File: src/rtl/goose_pkg.sv
// Shared types and display constants for the goose VGA sprite path.
package goose_pkg;

    typedef enum logic [1:0] {
        AnimLoop     = 2'b00,
        AnimPingpong = 2'b01,
        AnimHold     = 2'b10,
        AnimStep     = 2'b11
    } anim_mode_t;

    localparam int unsigned H_ACTIVE   = 640;
    localparam int unsigned V_ACTIVE   = 480;
    localparam int unsigned NUM_FRAMES = 4;
    localparam int unsigned FRAME_W    = 2;

endpackage

File: src/rtl/goose_bounce_counter.sv
// Clamped up/down counter: saturates at 0 and MAX, reversing direction when it hits either end.
module goose_bounce_counter #(
    parameter int unsigned W    = 10,
    parameter logic [W-1:0] MAX = W'(256),
    parameter logic [W-1:0] STEP = W'(2)
) (
    input  logic         clk,
    input  logic         rst_n,
    input  logic         en,
    output logic [W-1:0] value
);

    logic         down_q;
    logic [W-1:0] value_d;
    logic         down_d;
    logic [W:0]   sum;

    // One bit wider than the counter so value+STEP near the top cannot wrap.
    assign sum = {1'b0, value} + {1'b0, STEP};

    always_comb begin
        value_d = value;
        down_d  = down_q;
        if (en) begin
            if (!down_q) begin
                if (sum >= {1'b0, MAX}) begin
                    value_d = MAX;
                    down_d  = 1'b1;
                end else begin
                    value_d = sum[W-1:0];
                end
            end else begin
                if (value <= STEP) begin
                    value_d = '0;
                    down_d  = 1'b0;
                end else begin
                    value_d = value - STEP;
                end
            end
        end
    end

    always_ff @(posedge clk) begin
        if (!rst_n) begin
            value  <= '0;
            down_q <= 1'b0;
        end else begin
            value  <= value_d;
            down_q <= down_d;
        end
    end

endmodule

File: src/rtl/goose_anim_sequencer.sv
// Per-frame animation scheduler: picks the sprite frame and horizontal offset during vblank.
module goose_anim_sequencer #(
    parameter int unsigned NUM_FRAMES = goose_pkg::NUM_FRAMES,
    parameter int unsigned FRAME_W    = goose_pkg::FRAME_W,
    parameter int unsigned V_ACTIVE   = goose_pkg::V_ACTIVE,
    parameter logic [9:0]  X_MAX      = 10'd256,
    parameter logic [9:0]  X_STEP     = 10'd2
) (
    input  logic                  clk,
    input  logic                  rst_n,
    input  logic [9:0]            pix_x,
    input  logic [9:0]            pix_y,
    input  logic                  en,
    input  goose_pkg::anim_mode_t mode,
    input  logic [3:0]            speed,
    input  logic                  step,
    output logic [FRAME_W-1:0]    frame_sel,
    output logic [9:0]            x_offset,
    output logic                  dir,
    output logic                  adv_pulse
);

    import goose_pkg::*;

    localparam logic [FRAME_W-1:0] LAST = FRAME_W'(NUM_FRAMES - 1);

    logic               tick;
    logic               run_tick;
    logic               adv;
    logic               step_q;
    logic               step_pend;
    logic               step_pend_d;
    logic [3:0]         div_cnt;
    logic [3:0]         div_cnt_d;
    logic [FRAME_W-1:0] frame_d;
    logic [FRAME_W-1:0] frame_nxt;
    logic               dir_d;
    logic               dir_eff;

    assign tick     = (pix_y == 10'(V_ACTIVE)) && (pix_x == 10'd0);
    assign run_tick = tick && en;

    // A rising step edge is remembered until the next enabled tick, whatever the mode.
    assign step_pend_d = (step_pend && !run_tick) || (step && !step_q);

    always_comb begin
        adv       = 1'b0;
        div_cnt_d = div_cnt;
        if (run_tick) begin
            unique case (mode)
                AnimLoop, AnimPingpong: begin
                    // >= so that lowering speed mid-count advances right away.
                    if (div_cnt >= speed) begin
                        adv       = 1'b1;
                        div_cnt_d = '0;
                    end else begin
                        div_cnt_d = div_cnt + 4'd1;
                    end
                end
                AnimHold: div_cnt_d = '0;
                AnimStep: adv = step_pend;
            endcase
        end
    end

    // Ping-pong direction, forced inward when sitting at either end.
    always_comb begin
        if (frame_sel == '0) begin
            dir_eff = 1'b0;
        end else if (frame_sel == LAST) begin
            dir_eff = 1'b1;
        end else begin
            dir_eff = dir;
        end
        frame_nxt = dir_eff ? frame_sel - FRAME_W'(1) : frame_sel + FRAME_W'(1);
    end

    always_comb begin
        frame_d = frame_sel;
        dir_d   = dir;
        if (adv) begin
            if (NUM_FRAMES <= 1) begin
                frame_d = '0;
                dir_d   = 1'b0;
            end else if (mode == AnimPingpong) begin
                frame_d = frame_nxt;
                if (frame_nxt == LAST) begin
                    dir_d = 1'b1;
                end else if (frame_nxt == '0) begin
                    dir_d = 1'b0;
                end else begin
                    dir_d = dir_eff;
                end
            end else begin
                frame_d = (frame_sel == LAST) ? '0 : frame_sel + FRAME_W'(1);
                dir_d   = 1'b0;
            end
        end
    end

    always_ff @(posedge clk) begin
        if (!rst_n) begin
            frame_sel <= '0;
            dir       <= 1'b0;
            div_cnt   <= '0;
            step_q    <= 1'b0;
            step_pend <= 1'b0;
            adv_pulse <= 1'b0;
        end else begin
            frame_sel <= frame_d;
            dir       <= dir_d;
            div_cnt   <= div_cnt_d;
            step_q    <= step;
            step_pend <= step_pend_d;
            adv_pulse <= adv;
        end
    end

    goose_bounce_counter #(
        .W    (10),
        .MAX  (X_MAX),
        .STEP (X_STEP)
    ) u_x_bounce (
        .clk   (clk),
        .rst_n (rst_n),
        .en    (adv),
        .value (x_offset)
    );

endmodule

File: config.mk
export PLATFORM = sky130hd
export DESIGN_NAME = goose_anim_sequencer
export DESIGN_NICKNAME = d
export VERILOG_FILES = /design/src/rtl/goose_pkg.sv /design/src/rtl/goose_bounce_counter.sv /design/src/rtl/goose_anim_sequencer.sv
export SDC_FILE = /design/constraint.sdc
export NUM_CORES = 1
export LEC_CHECK = 0
export ABC_AREA = 1
export CORE_MARGIN = 5
export CORE_UTILIZATION = 49
export CTS_CLUSTER_SIZE = 28
export DETAILED_ROUTE_END_ITERATION = 16
export PLACE_DENSITY = 0.87
export SKIP_CTS_REPAIR_TIMING = 1
export SLEW_MARGIN = 20
export SYNTH_ARGS = -nofsm -noshare
export SYNTH_HDL_FRONTEND = slang
export SYNTH_SLANG_ARGS = --single-unit
File: constraint.sdc
create_clock -name clk -period 1.9 [get_ports clk]
set_clock_uncertainty 0.15 [all_clocks]
set_input_delay 0.285 -clock clk [delete_from_list [all_inputs] [get_ports clk]]
set_output_delay 0.285 -clock clk [all_outputs]
set_load 0.03 [all_outputs]
# Yosys cells after proc, flatten, opt, wreduce, memory -nomap -nowiden
# Cells that the tools add are included.
[word_totals]
register_bits = 21
wordCells = 55
output_inout_bits = 14
[classes]
muxes = 19
eq_ne = 6
add_sub_neg = 5
magnitude_cmp = 3
reduce_logical = 14
[ops]
columns = ["op", "count"]
rows = [
  ["$mux W10", 3],
  ["$add A10 B2 Y11 const B", 1],
  ["$ge A11 B9 Y1 const B", 1],
  ["$eq A10 B9 Y1 const B", 1],
  ["$le A10 B2 Y1 const B", 1],
  ["$logic_not A10 Y1", 1],
  ["$mux W1", 10],
  ["$sub A10 B2 Y10 const B", 1],
  ["$eq A2 B2 Y1 const B", 4],
  ["$pmux W4 S2", 1],
  ["$logic_not A2 Y1", 3],
  ["$mux W2", 3],
  ["$add A4 B1 Y4 const B", 1],
  ["$ge A4 B4 Y1", 1],
  ["$logic_and A1 B1 Y1", 4],
  ["$mux W4", 1],
  ["$add A2 B1 Y2 const B", 1],
  ["$eq A2 B1 Y1 const B", 1],
  ["$logic_not A1 Y1", 2],
  ["$pmux W1 S2", 1],
  ["$reduce_and A2 Y1", 1],
  ["$reduce_bool A2 Y1", 1],
  ["$reduce_or A2 Y1", 1],
  ["$sub A2 B1 Y2 const B", 1],
  ["$logic_or A1 B1 Y1", 1],
]

# Longest topological paths before layout
[depth]
word_depth = 8
mapped_depth = 14
ltp_nobuf = 13

# Hierarchy
# From an unflattened synthesis, not the netlist that was laid out.
[unflattened]
hier_cells = 261
area_unflattened_um2 = 1629.1
[modules_own_cells]
columns = ["module", "instances", "area_each_um2", "cells_each"]
rows = [
  ["goose_anim_sequencer", 1, 832.0, 135],
  ["goose_bounce_counter", 1, 797.0, 126],
]

# Worst setup path after synthesis
# OpenSTA, ideal clock, no wires.
[synth_path]
path_kind = "reg2reg"
start = "register u_x_bounce.value[1]"
end = "register u_x_bounce.value[2]"
t_required_ns = 1.638
arrival_time_ns = 1.545
path_stages_with_launch = 11
path_slack_ns = 0.094
cell_sequence = "dfxtp_1 ha_1 nand2_2 nor2_2 nor2_1 nand2_2 nand2_4 nand3_1 nand2_1 nor2_1 nor2_1"
[synth_via]
elab_chain_len = 4
[synth_rtl]
columns = ["item", "line", "text"]
rows = [
  ["start: declaration", "goose_bounce_counter.sv:10", "output logic [W-1:0] value"],
  ["start signal: assignment", "goose_bounce_counter.sv:48", "value <= value_d;"],
  ["$add A10 B2 Y11", "goose_bounce_counter.sv:19", "assign sum = {1'b0, value} + {1'b0, STEP};"],
  ["$ge A11 B9 Y1", "goose_bounce_counter.sv:26", "if (sum >= {1'b0, MAX}) begin"],
  ["$mux W10", "goose_bounce_counter.sv:26", ""],
  ["$mux W10 (*)", "goose_bounce_counter.sv:25", "if (!down_q) begin"],
]
# Mark *: on every way between the ends. The rest lies on a longest branch, timed or not.
# A chain may end at the register's enable or synchronous reset.

# Final worst setup path
[layout_path]
start = "input port speed[3]"
end = "register u_x_bounce.value[1]"
[layout_via]
elab_chain_len = 4
[layout_rtl]
columns = ["item", "line", "text"]
rows = [
  ["start: declaration", "goose_anim_sequencer.sv:15", "input logic [3:0] speed,"],
  ["$ge A4 B4 Y1", "goose_anim_sequencer.sv:53", "if (div_cnt >= speed) begin"],
  ["$mux W1", "goose_anim_sequencer.sv:53", ""],
  ["$pmux W1 S2", "goose_anim_sequencer.sv:50", "unique case (mode)"],
  ["$mux W1", "goose_anim_sequencer.sv:49", "if (run_tick) begin"],
]
# Every way passes these cells.

==> summary.md <==
| Metric | Value |
|---|---|
| H-tree Lvls | 1 |
| CP bufs+invs | 3 |
| Worst skew pair latency | 0.30 ns |
| Worst EP required | around 2.0 ns |
| Pwr Total | 745 uW |
| Post-synth EDFFs | 0 |
| Hold Crit Class | reg -> reg |
| Max incr delay on CP | between 0.4 and 0.5 ns |
| Non-filler cells, final | roughly 380 |
| Critical Path End Type | register |
| Antenna Cells | 0 |
| DP HPWL | 3210 um |
| Die Height | 69.7 um |
| Sequential power share | 56.8% |
| Logic pwr share | 16.1% |
| Num ports | 44 |
| Placed Cells | 379 |
| Final worst path period need | 1.85 ns |
| Clock Path Buffers | 2 |
| Root cell of the clock tree | clkbuf_4 |
| Synth cell count leaders | 80 x nand2_1, 54 x nor2_1, 36 x inv_1 |
| Nets | between 300 and 400 |
| Clock share of power | a little over a quarter |
| Ys async rst share | 0% |
| CP cell instances | clkdlybuf4s50_1 -> inv_1 -> ha_4 -> a21oi_1 -> nand3_2 -> nand2_2 -> nand2_2 -> nand2_4 -> buf_6 -> nand2_1 -> nand2_1 -> a21oi_2 |
| Final wirelength | 4230 um |
| Sequential cell area | 403 sq um |
| Largest area contributor in the synthesized netlist | dfxtp_1 |
| Max Clk Rate | 540 MHz |
| Mapped cell area | 0.00175 sq mm |
| Starting Density | 51.6% |
| Post-synthesis cell count | 292 |
| DRT iter0 DRCs | between 100 and 150 |
| IO Port Bufs | 42 |
| Clock transition at path regs | ~0.11 ns |
| Cell internal pwr | 568 uW |
| Filler cells | 272 |
| Sw Share | 23.8% |
| Final period util | 97.6% |
| Final ANT Viol Nets | 0 |
| Most frequent cell after synthesis | nand2_1 |
| GR Overflow Total | 0 |
| Average vias per placed instance | 4.97 |
| Unique masters post-synth | 29 |
| Leakage | 1.32 nW |
| Setup CP Type | in -> reg |
| Routed via count | roughly 1900 |
| Share of cells above drive strength 1 | between 10% and 20% |
| Share of the synthesized area in the top cell type | 22.9% |
| Routed wire per std cell | 11.0 um |
| Num CTS Buffers | 3 |
| TNS Setup | 0 ns |
| Main flop type after synthesis | dfxtp_1 |
| IR Drop Worst-Case VDD | 0.000168 V |
| Slowest cell on the critical path | clkdlybuf4s50_1 |
| Largest net degree at the start of global routing | 22 |
| Sequential share of the synthesized area | between 20% and 30% |
| First-pass GRT wire length | about 6600 um |
| Vias in the first global route | 1668 |
| DRC Markers | 0 |
| Avg Synthesized Cell Area | 5.99 sq um |
| Gpl congestion | 0.886 |
| P_sw | 178 uW |
| CP max FO | 8 |
| Area occupied by multi-input gates | 0.00118 sq mm |
| Yosys warnings | 0 |
| Number of clock sinks | 20 |
| Top delay family on crit path | buffers and inverters |
| Die Wd | 69.7 um |
| Arrival time worst endpoint | 1.91 ns |
| Post-Place Setup Slack | -0.267 ns |
| Synth top area cells | dfxtp_1 23%, nand2_1 17%, nor2_1 12% |
| Final setup margin | ~0.046 ns |
| CTS tree | built |
| Worst R2R Setup Slack | approximately 0.14 ns |
| Final setup fails | 0 |
| Pins over their slew limit | 0 |
| Tot GR Track Use | 16.2% |
| Rows | 21 |
| 1st-pass router iterations | 4 |
| Hold Fails Final Rpt | 0 |
| Core area | around 0.0034 sq mm |
| Status | completed |
| Synth Net Count | 332 |
| Antenna violations before repair | 0 |
| Power Density | around 320 mW/mm^2 |
| Critical Path Start Type | input port |
| Area grow syn2layout | 34.8% |
| Max-cap check violation count | 0 |
| Die area | 0.00486 sq mm |
| Number of synthesized register bits | 20 |
[layout make-up]
type                       instances  area share (%)
clock buffer                       3           0.955
inverter                          42            6.85
multi-input combinational        222            50.0
sequential                        20            17.1
tap                               46            2.44
timing repair buffer              50            22.7
[path summary, 6_finish.rpt]
| check | startpoint | endpoint | depth (start not counted) |
|---|---|---|---|
| hold reg to reg | step_q | step_pend | 1 |
| setup reg to reg | div_cnt[0] | u_x_bounce.value[1] | 11 |
| hold / removal | step_q | step_pend | 1 |
| setup / recovery | speed[3] | u_x_bounce.value[1] | 12 |
[placed cells by master, fill, tap and decap left out]
cell,netlist,routed
nand2_2,6,7
dlymetal6s2s_1,0,8
nand3_4,1,1
nor2_2,6,7
o22ai_1,1,1
dfxtp_1,20,18
nor2_1,54,53
nor2_4,3,3
nand4_1,7,7
dfxtp_2,0,2
xor2_1,6,6
ha_4,0,3
nand3b_1,1,1
clkinvlp_4,0,1
conb_1,1,1
nand2_1,80,78
inv_2,5,5
buf_12,0,1
o21ai_0,6,6
inv_1,36,36
nand3_1,23,22
ha_1,10,7
xnor2_1,1,1
nor3_2,1,1
a31oi_1,1,1
buf_6,4,1
clkbuf_16,0,1
buf_4,1,5
a21oi_1,10,10
a21oi_2,1,1
nand2_4,1,2
clkdlybuf4s50_1,0,34
clkbuf_4,0,3
nand3_2,1,2
o21ai_1,1,1
[per-stage QoR]
step                cell area, sq um  util, %  hold WS, ns
finish                          2360     69.5        0.288
global route                    2360     69.5        0.306
CTS                             2250     66.3        0.297
detailed placement              2220     65.6        0.274
global placement                2220     65.6        0.265
floorplan                       1750        -        0.246
[logic make-up after synthesis]
family,Yosys count,synth area share [%]
DFF,20,22.9
AOI/OAI and AO/OA,20,6.08
other,1,0.214
buffers and inverters,50,12.9
and+or+nand+nor,184,47.3
adders and majority gates,10,7.15
xor gates and xnor gates,7,3.51
[power by group through the flow]
stage	logic, mW	registers (mW)	clock network [mW]
6_report	0.120	0.424	0.202
5_1_grt	0.133	0.424	0.220
4_1_cts	0.114	0.424	0.208
3_5_place_dp	0.114	0.433	0
3_3_place_gp	0.112	0.433	0
2_1_floorplan	0.0426	0.433	0
[sequential cells by signal, indices dropped and copies added, names as in the netlist]
name,count
adv_pulse,1
dir,1
div_cnt,4
frame_sel,2
step_pend,1
step_q,1
u_x_bounce.down_q,1
u_x_bounce.value,9
[per-layer routing]
| metal | up-vias | wire, um | track usage (%) |
|---|---|---|---|
| li1 | 996 | - | - |
| met1 | 814 | 1840 | 18.8 |
| met2 | 87 | 1980 | 28.9 |
| met3 | 6 | 338 | 3.62 |
| met4 | 0 | 58 | 5.53 |
| met5 | - | 0 | 0 |
Power figures use the tool's default switching activity.
